--- src/rtl/elbeth_definitions.sv ---
// Shared encodings for the Elbeth instruction/data memory arbiter.
// Holds the FSM state encoding and the grant (which port owns the memory) encoding.
package elbeth_definitions;

  typedef enum logic [1:0] {
    ARB_IDLE   = 2'd0,
    ARB_ACCESS = 2'd1,
    ARB_RESP   = 2'd2
  } arb_state_t;

  typedef enum logic {
    GNT_I = 1'b0,
    GNT_D = 1'b1
  } arb_grant_t;

endpackage

--- src/rtl/elbeth_arb_timeout.sv ---
// Access timeout counter for the memory arbiter.
// Counts waiting cycles while enabled and flags the final permitted cycle.
module elbeth_arb_timeout
  import elbeth_definitions::*;
#(
  parameter int TIMEOUT = 64,
  parameter int CNT_W   = 7
) (
  input  logic clk,
  input  logic rst,
  input  logic i_clear,
  input  logic i_enable,
  output logic o_expired
);

  logic [CNT_W-1:0] r_count;

  always_ff @(posedge clk) begin
    if (rst) begin
      r_count <= '0;
    end else if (i_clear) begin
      r_count <= '0;
    end else if (i_enable) begin
      r_count <= r_count + CNT_W'(1);
    end
  end

  // Expiry marks the last ACCESS cycle, so mem_en stays up exactly TIMEOUT cycles.
  assign o_expired = (r_count == CNT_W'(TIMEOUT - 1));

endmodule

--- src/rtl/elbeth_memory_arbiter.sv ---
// Round-robin arbiter sharing one single-ported memory between the instruction
// and data ports, with registered requests, registered responses and a timeout.
module elbeth_memory_arbiter
  import elbeth_definitions::*;
#(
  parameter int ADDR_W  = 12,
  parameter int TIMEOUT = 64,
  parameter int CNT_W   = 7
) (
  input  logic              clk,
  input  logic              rst,
  input  logic              imem_en,
  input  logic [ADDR_W-1:0] imem_addr,
  output logic [31:0]       imem_in_data,
  output logic              imem_ready,
  output logic              imem_error,
  input  logic              dmem_en,
  input  logic [ADDR_W-1:0] dmem_addr,
  input  logic [31:0]       dmem_out_data,
  input  logic [3:0]        dmem_rw,
  output logic [31:0]       dmem_in_data,
  output logic              dmem_ready,
  output logic              dmem_error,
  output logic              mem_en,
  output logic [ADDR_W-1:0] mem_addr,
  output logic [31:0]       mem_out_data,
  output logic [3:0]        mem_rw,
  input  logic [31:0]       mem_in_data,
  input  logic              mem_ready,
  input  logic              mem_error
);

  arb_state_t        r_state;
  arb_grant_t        r_grant;
  arb_grant_t        r_lastGrant;
  arb_grant_t        w_winner;
  logic              r_memEn;
  logic [ADDR_W-1:0] r_memAddr;
  logic [31:0]       r_memOutData;
  logic [3:0]        r_memRw;
  logic [31:0]       r_imemData;
  logic [31:0]       r_dmemData;
  logic              r_imemReady;
  logic              r_imemError;
  logic              r_dmemReady;
  logic              r_dmemError;
  logic              w_expired;
  logic              w_cntClear;
  logic              w_cntEnable;
  logic              w_done;
  logic              w_respError;
  logic [31:0]       w_respData;

  // On a tie the port that did not win last time gets the memory.
  always_comb begin
    w_winner = r_lastGrant;
    if (imem_en && dmem_en) begin
      w_winner = (r_lastGrant == GNT_D) ? GNT_I : GNT_D;
    end else if (imem_en) begin
      w_winner = GNT_I;
    end else if (dmem_en) begin
      w_winner = GNT_D;
    end
  end

  assign w_cntClear  = (r_state == ARB_IDLE);
  assign w_cntEnable = (r_state == ARB_ACCESS) && !mem_ready && !mem_error && !w_expired;

  elbeth_arb_timeout #(
    .TIMEOUT(TIMEOUT),
    .CNT_W  (CNT_W)
  ) u_timeout (
    .clk      (clk),
    .rst      (rst),
    .i_clear  (w_cntClear),
    .i_enable (w_cntEnable),
    .o_expired(w_expired)
  );

  // A fault or timeout without mem_ready returns zero data flagged as an error.
  assign w_done      = mem_ready || mem_error || w_expired;
  assign w_respData  = mem_ready ? mem_in_data : 32'h0;
  assign w_respError = mem_ready ? mem_error : 1'b1;

  always_ff @(posedge clk) begin
    if (rst) begin
      r_state      <= ARB_IDLE;
      r_grant      <= GNT_I;
      r_lastGrant  <= GNT_D;
      r_memEn      <= 1'b0;
      r_memAddr    <= '0;
      r_memOutData <= 32'h0;
      r_memRw      <= 4'h0;
      r_imemData   <= 32'h0;
      r_dmemData   <= 32'h0;
      r_imemReady  <= 1'b0;
      r_imemError  <= 1'b0;
      r_dmemReady  <= 1'b0;
      r_dmemError  <= 1'b0;
    end else begin
      case (r_state)
        ARB_IDLE: begin
          if (imem_en || dmem_en) begin
            r_grant     <= w_winner;
            r_lastGrant <= w_winner;
            r_memEn     <= 1'b1;
            r_state     <= ARB_ACCESS;
            if (w_winner == GNT_D) begin
              r_memAddr    <= dmem_addr;
              r_memOutData <= dmem_out_data;
              r_memRw      <= dmem_rw;
            end else begin
              r_memAddr    <= imem_addr;
              r_memOutData <= 32'h0;
              r_memRw      <= 4'h0;
            end
          end
        end
        ARB_ACCESS: begin
          if (w_done) begin
            r_memEn <= 1'b0;
            r_state <= ARB_RESP;
            if (r_grant == GNT_D) begin
              r_dmemData  <= w_respData;
              r_dmemError <= w_respError;
              r_dmemReady <= 1'b1;
            end else begin
              r_imemData  <= w_respData;
              r_imemError <= w_respError;
              r_imemReady <= 1'b1;
            end
          end
        end
        ARB_RESP: begin
          r_imemReady <= 1'b0;
          r_imemError <= 1'b0;
          r_dmemReady <= 1'b0;
          r_dmemError <= 1'b0;
          r_state     <= ARB_IDLE;
        end
        default: begin
          r_state <= ARB_IDLE;
        end
      endcase
    end
  end

  assign mem_en       = r_memEn;
  assign mem_addr     = r_memAddr;
  assign mem_out_data = r_memOutData;
  assign mem_rw       = r_memRw;
  assign imem_in_data = r_imemData;
  assign imem_ready   = r_imemReady;
  assign imem_error   = r_imemError;
  assign dmem_in_data = r_dmemData;
  assign dmem_ready   = r_dmemReady;
  assign dmem_error   = r_dmemError;

endmodule
--- config.mk ---
export PLATFORM = sky130hd
export DESIGN_NAME = elbeth_memory_arbiter
export DESIGN_NICKNAME = d
export VERILOG_FILES = /design/src/rtl/elbeth_definitions.sv /design/src/rtl/elbeth_arb_timeout.sv /design/src/rtl/elbeth_memory_arbiter.sv
export SDC_FILE = /design/constraint.sdc
export NUM_CORES = 1
export LEC_CHECK = 0
export CORE_ASPECT_RATIO = 0.8
export CORE_MARGIN = 5
export CORE_UTILIZATION = 35
export CTS_BUF_LIST = sky130_fd_sc_hd__clkbuf_2 sky130_fd_sc_hd__clkbuf_4 sky130_fd_sc_hd__clkbuf_8
export DETAILED_ROUTE_END_ITERATION = 6
export GPL_ROUTABILITY_DRIVEN = 1
export MAX_ROUTING_LAYER = met4
export PLACE_DENSITY = 0.72
export SYNTH_ARGS = -nofsm -noshare
export SYNTH_HDL_FRONTEND = slang
export SYNTH_SLANG_ARGS = --single-unit
export TNS_END_PERCENT = 1
--- constraint.sdc ---
create_clock -name clk -period 2.1 [get_ports clk]
set_input_delay 0.21 -clock clk [delete_from_list [all_inputs] [get_ports clk]]
set_output_delay 0.21 -clock clk [all_outputs]
set_load 0.1 [all_outputs]
==> impl_results.md <==
- Average vias per placed instance: 4.860
- Final GP Congestion: about 0.81
- Detailed-route via count: 4364
- Internal: approximately 4.0 mW
- Result of the run: finished, final reports clean
- Final cell area excluding filler cells: 0.007513 mm²
- # Post-CTS Setup Buffers: 0
- Met3 wire length: 1331 µm
- Classification of the worst setup path: reg -> reg
- Setup repair after global routing missed its margin: no
- Global-route total usage across every layer: between 10% and 20%
- Period Utilization, post-route: 95.88%
- Critical register-to-register path endpoint: dmem_in_data[21]
- Buffers from clock root to sink, at most: 2
- Share of power burned in the clock network: between 30% and 40%
- Routed WL per cell: 16.35 µm
- Library cell with the highest instance count after synthesis: dfxtp_1
- Clock tree skew after final layout: 0.01201 ns
- I/O pins: between 200 and 250
- Leakage component of the power: 3.379 nW
- Seq cells post-synth: 128
- DRC violation count after routing: 0
- RR Startpoint: u_timeout.r_count[0]
- Fraction of power spent switching nets: 33.83%
- Hold_sp: rst
- Data arrival time of the critical path: 2.32 ns
- Maximum number of pins on one net before global-route repair: 84
- Net count, final: 802
- Number of max-slew violations in the final report: 0
- Inserted Clock Buffers: 17
- Post-CTS Resized: 0
- Period minus WS final: 2.014 ns
- Std-Cell Rows: 39
- Hold Crit Depth: 2
- Power per cell area: 813.7 mW/mm²
- Top post-synthesis cells by count: 128 x dfxtp_1, 79 x mux2i_1, 69 x nand2b_1, 56 x nor2_1, 36 x a22oi_1
- Starting utilization of the core area: about 36%
- Seq pwr share: 42.5%
- DRT antenna net count: 0
- Worst VDD drop: 0.5289 mV
- Required time of the worst setup path: around 2.4 ns
- Filler Cells Inserted: 1254
- Post-Route M1 WL: 6545 µm
- Antenna fix cells: 0
- Post-place instance area: 0.007138 mm²
- Number of library cell types mapped by synthesis: 37
- Chip Width: around 150 µm
- Fraction of registers with async set or reset after synthesis: 0%
- Post-CTS clock slew at the launch and capture registers of the worst setup and hold paths: around 0.07 ns
- Total length of routed wires: 14690 µm
- CTS H-Tree Depth: 4
- FF-to-FF path depth: 6
- Highest clock frequency the design can meet: approximately 0.50 GHz
- Detailed-routed wire length on met2: 6619 µm
- Startpoint type of the worst setup path: flop
- Hold WC Path Type: in -> reg
- Root buf cell: clkbuf_8
- Sequential element share of the synthesized area: 50.04%
- Leading cell types by total area after synthesis: dfxtp_1 50%, mux2i_1 15%, nand2b_1 8.4%
- Final setup viols: 0
- Half-perimeter wire length after detailed placement: 10660 µm
- Internal reg-to-reg setup slack: 0.09 ns
- Number of enable flip-flop cells after synthesis: 0
- CTS tree: built
- Terminating pin of the worst hold path: r_grant
- First-pass GRT wire length: 23030 µm
- Mapped cell area: 0.005121 mm²
- Mean post-synth cell area: 10.26 µm²
- Type of element capturing the critical path: flop
- Warnings, synthesis: 0
- Clock network latency to the later pin of the worst-skew pair: 0.42 ns
- Synth top area share: 50.04%
- Vertical die dimension: 118.2 µm
- Part of the total power dissipated in combinational logic: between 20% and 30%
- Synthesized Nets: about 600
- Post-synthesis cell count: 499
- Count of input and output buffers: roughly 210
- Placeable core region: 0.01430 mm²
- Clock sink count: 128
- Count of hold buffers inserted by post-cts repair: 0
- Die area: about 0.017 mm²
- Area grow syn2layout: 46.71%
- GRT overflow: 0
- Pre-Repair DR Iteration Count: 4
- Initial detailed-routing violation count: 138
- Top_reg_cell synth: dfxtp_1
- Max-cap viol count: 0
- Antenna violations before repair: 0
- Cell taking the most area after synthesis: dfxtp_1
- Max Used Layer: met4
- Ratio of cells with drive above 1 in the final layout: around a quarter
- Setup_tns: 0 ns
- Final hold slack: 0.2988 ns
- Maximum fanout encountered on the critical timing path: 34
- Slew at the pin closest to its max-slew limit: 0.6334 ns
- Net Sw Power: 2.069 mW
- Number of hold-slack violations in the final timing report: 0
- Slew HR: 57.77%
- Vias in the first global route: 4546
==> area by class of cell <==
| cell class | instances | area, µm² | share of cell area [%] |
|---|---|---|---|
| clock buffer | 21 | 282.8 | 3.764 |
| clock inverter | 9 | 86.33 | 1.149 |
| inverter | 4 | 15.01 | 0.1998 |
| multi-input combinational | 326 | 2337 | 31.11 |
| sequential | 128 | 2562 | 34.10 |
| tap | 184 | 230.2 | 3.064 |
| timing repair buffer | 226 | 1999 | 26.61 |
==> metrics by stage <==
| stage | util, % | instances | setup slack, ns | power, mW |
|---|---|---|---|---|
| 2_1_floorplan | - | 499 | 0.2611 | 3.743 |
| 3_3_place_gp | 49.93 | 868 | 0.1279 | 4.194 |
| 3_5_place_dp | 49.93 | 868 | 0.09251 | 4.214 |
| 4_1_cts | 52.51 | 898 | 0.1030 | 6.188 |
| 5_1_grt | 52.55 | 898 | 0.007803 | 6.385 |
| 6_report | 52.55 | 898 | 0.08649 | 6.114 |
==> power groups by stage <==
stage / registers, mW / logic [mW] / clock network, mW
after floorplan: 3.36 / 0.385 / 0
after global placement: 2.65 / 1.54 / 0
after detailed placement: 2.65 / 1.56 / 0
after CTS: 2.60 / 1.56 / 2.03
after global routing: 2.61 / 1.62 / 2.15
final: 2.60 / 1.55 / 1.96
==> layout by cell type (no fill, tap or decap), types with 3 or more instances in the layout <==
cell             instances
nand3b_1                32
clkinvlp_4               5
o21ai_0                  5
o211ai_1                 3
xor2_1                   3
mux2i_1                 78
nor2_1                  56
a22oi_1                 36
clkdlybuf4s50_1         96
inv_1                    4
a211oi_1                12
buf_4                  125
clkbuf_8                20
nand2b_1                69
a21oi_1                  5
dfxtp_1                128
buf_12                   5
==> worst max-delay path: stages (launching register included) <==
cell     delay (ns)
dfxtp_1        0.40
ha_2           0.23
nand4_2        0.13
o21a_1         0.25
or3b_2         0.50
buf_12         0.21
mux2i_2        0.17
==> cells by family (layout without fill, tap and decap cells) <==
logic type / count (synthesis) / in the layout / share of synthesized area (%)
AND/OR/NAND/NOR: 173 / 173 / 19.45
flip-flops: 128 / 128 / 50.04
multiplexers: 79 / 79 / 15.44
AO/OA/AOI/OAI: 70 / 70 / 9.651
buffers and inverters: 45 / 260 / 4.666
XOR/XNOR: 3 / 3 / 0.5132
adder cells (fa/ha/maj): 1 / 1 / 0.2443
==> state kept, by name (all words and copies together) (netlist names), 2 cells and up <==
register / cells
mem_out_data: 32
r_state: 2
imem_in_data: 32
mem_addr: 12
dmem_in_data: 32
u_timeout.r_count: 7
mem_rw: 4
==> layer usage <==
layer,up-vias,GRT usage (%)
li1,2143,-
met1,2032,20.07
met2,175,25.84
met3,14,7.575
met4,0,5.186
met5,-,-
==> worst max path at each step <==
stage,from,end,slack (ns),cells after the start
2_1_floorplan,u_timeout.r_count[0],dmem_in_data[10],0.26,7
3_3_place_gp,mem_ready,dmem_error,0.13,6
3_5_place_dp,mem_ready,imem_in_data[14],0.09,6
4_1_cts,u_timeout.r_count[0],dmem_in_data[13],0.10,6
5_1_grt,u_timeout.r_count[0],dmem_in_data[21],0.008,6
6_report,u_timeout.r_count[0],dmem_in_data[21],0.09,6
Note: power is estimated with default switching activity, not from simulation.
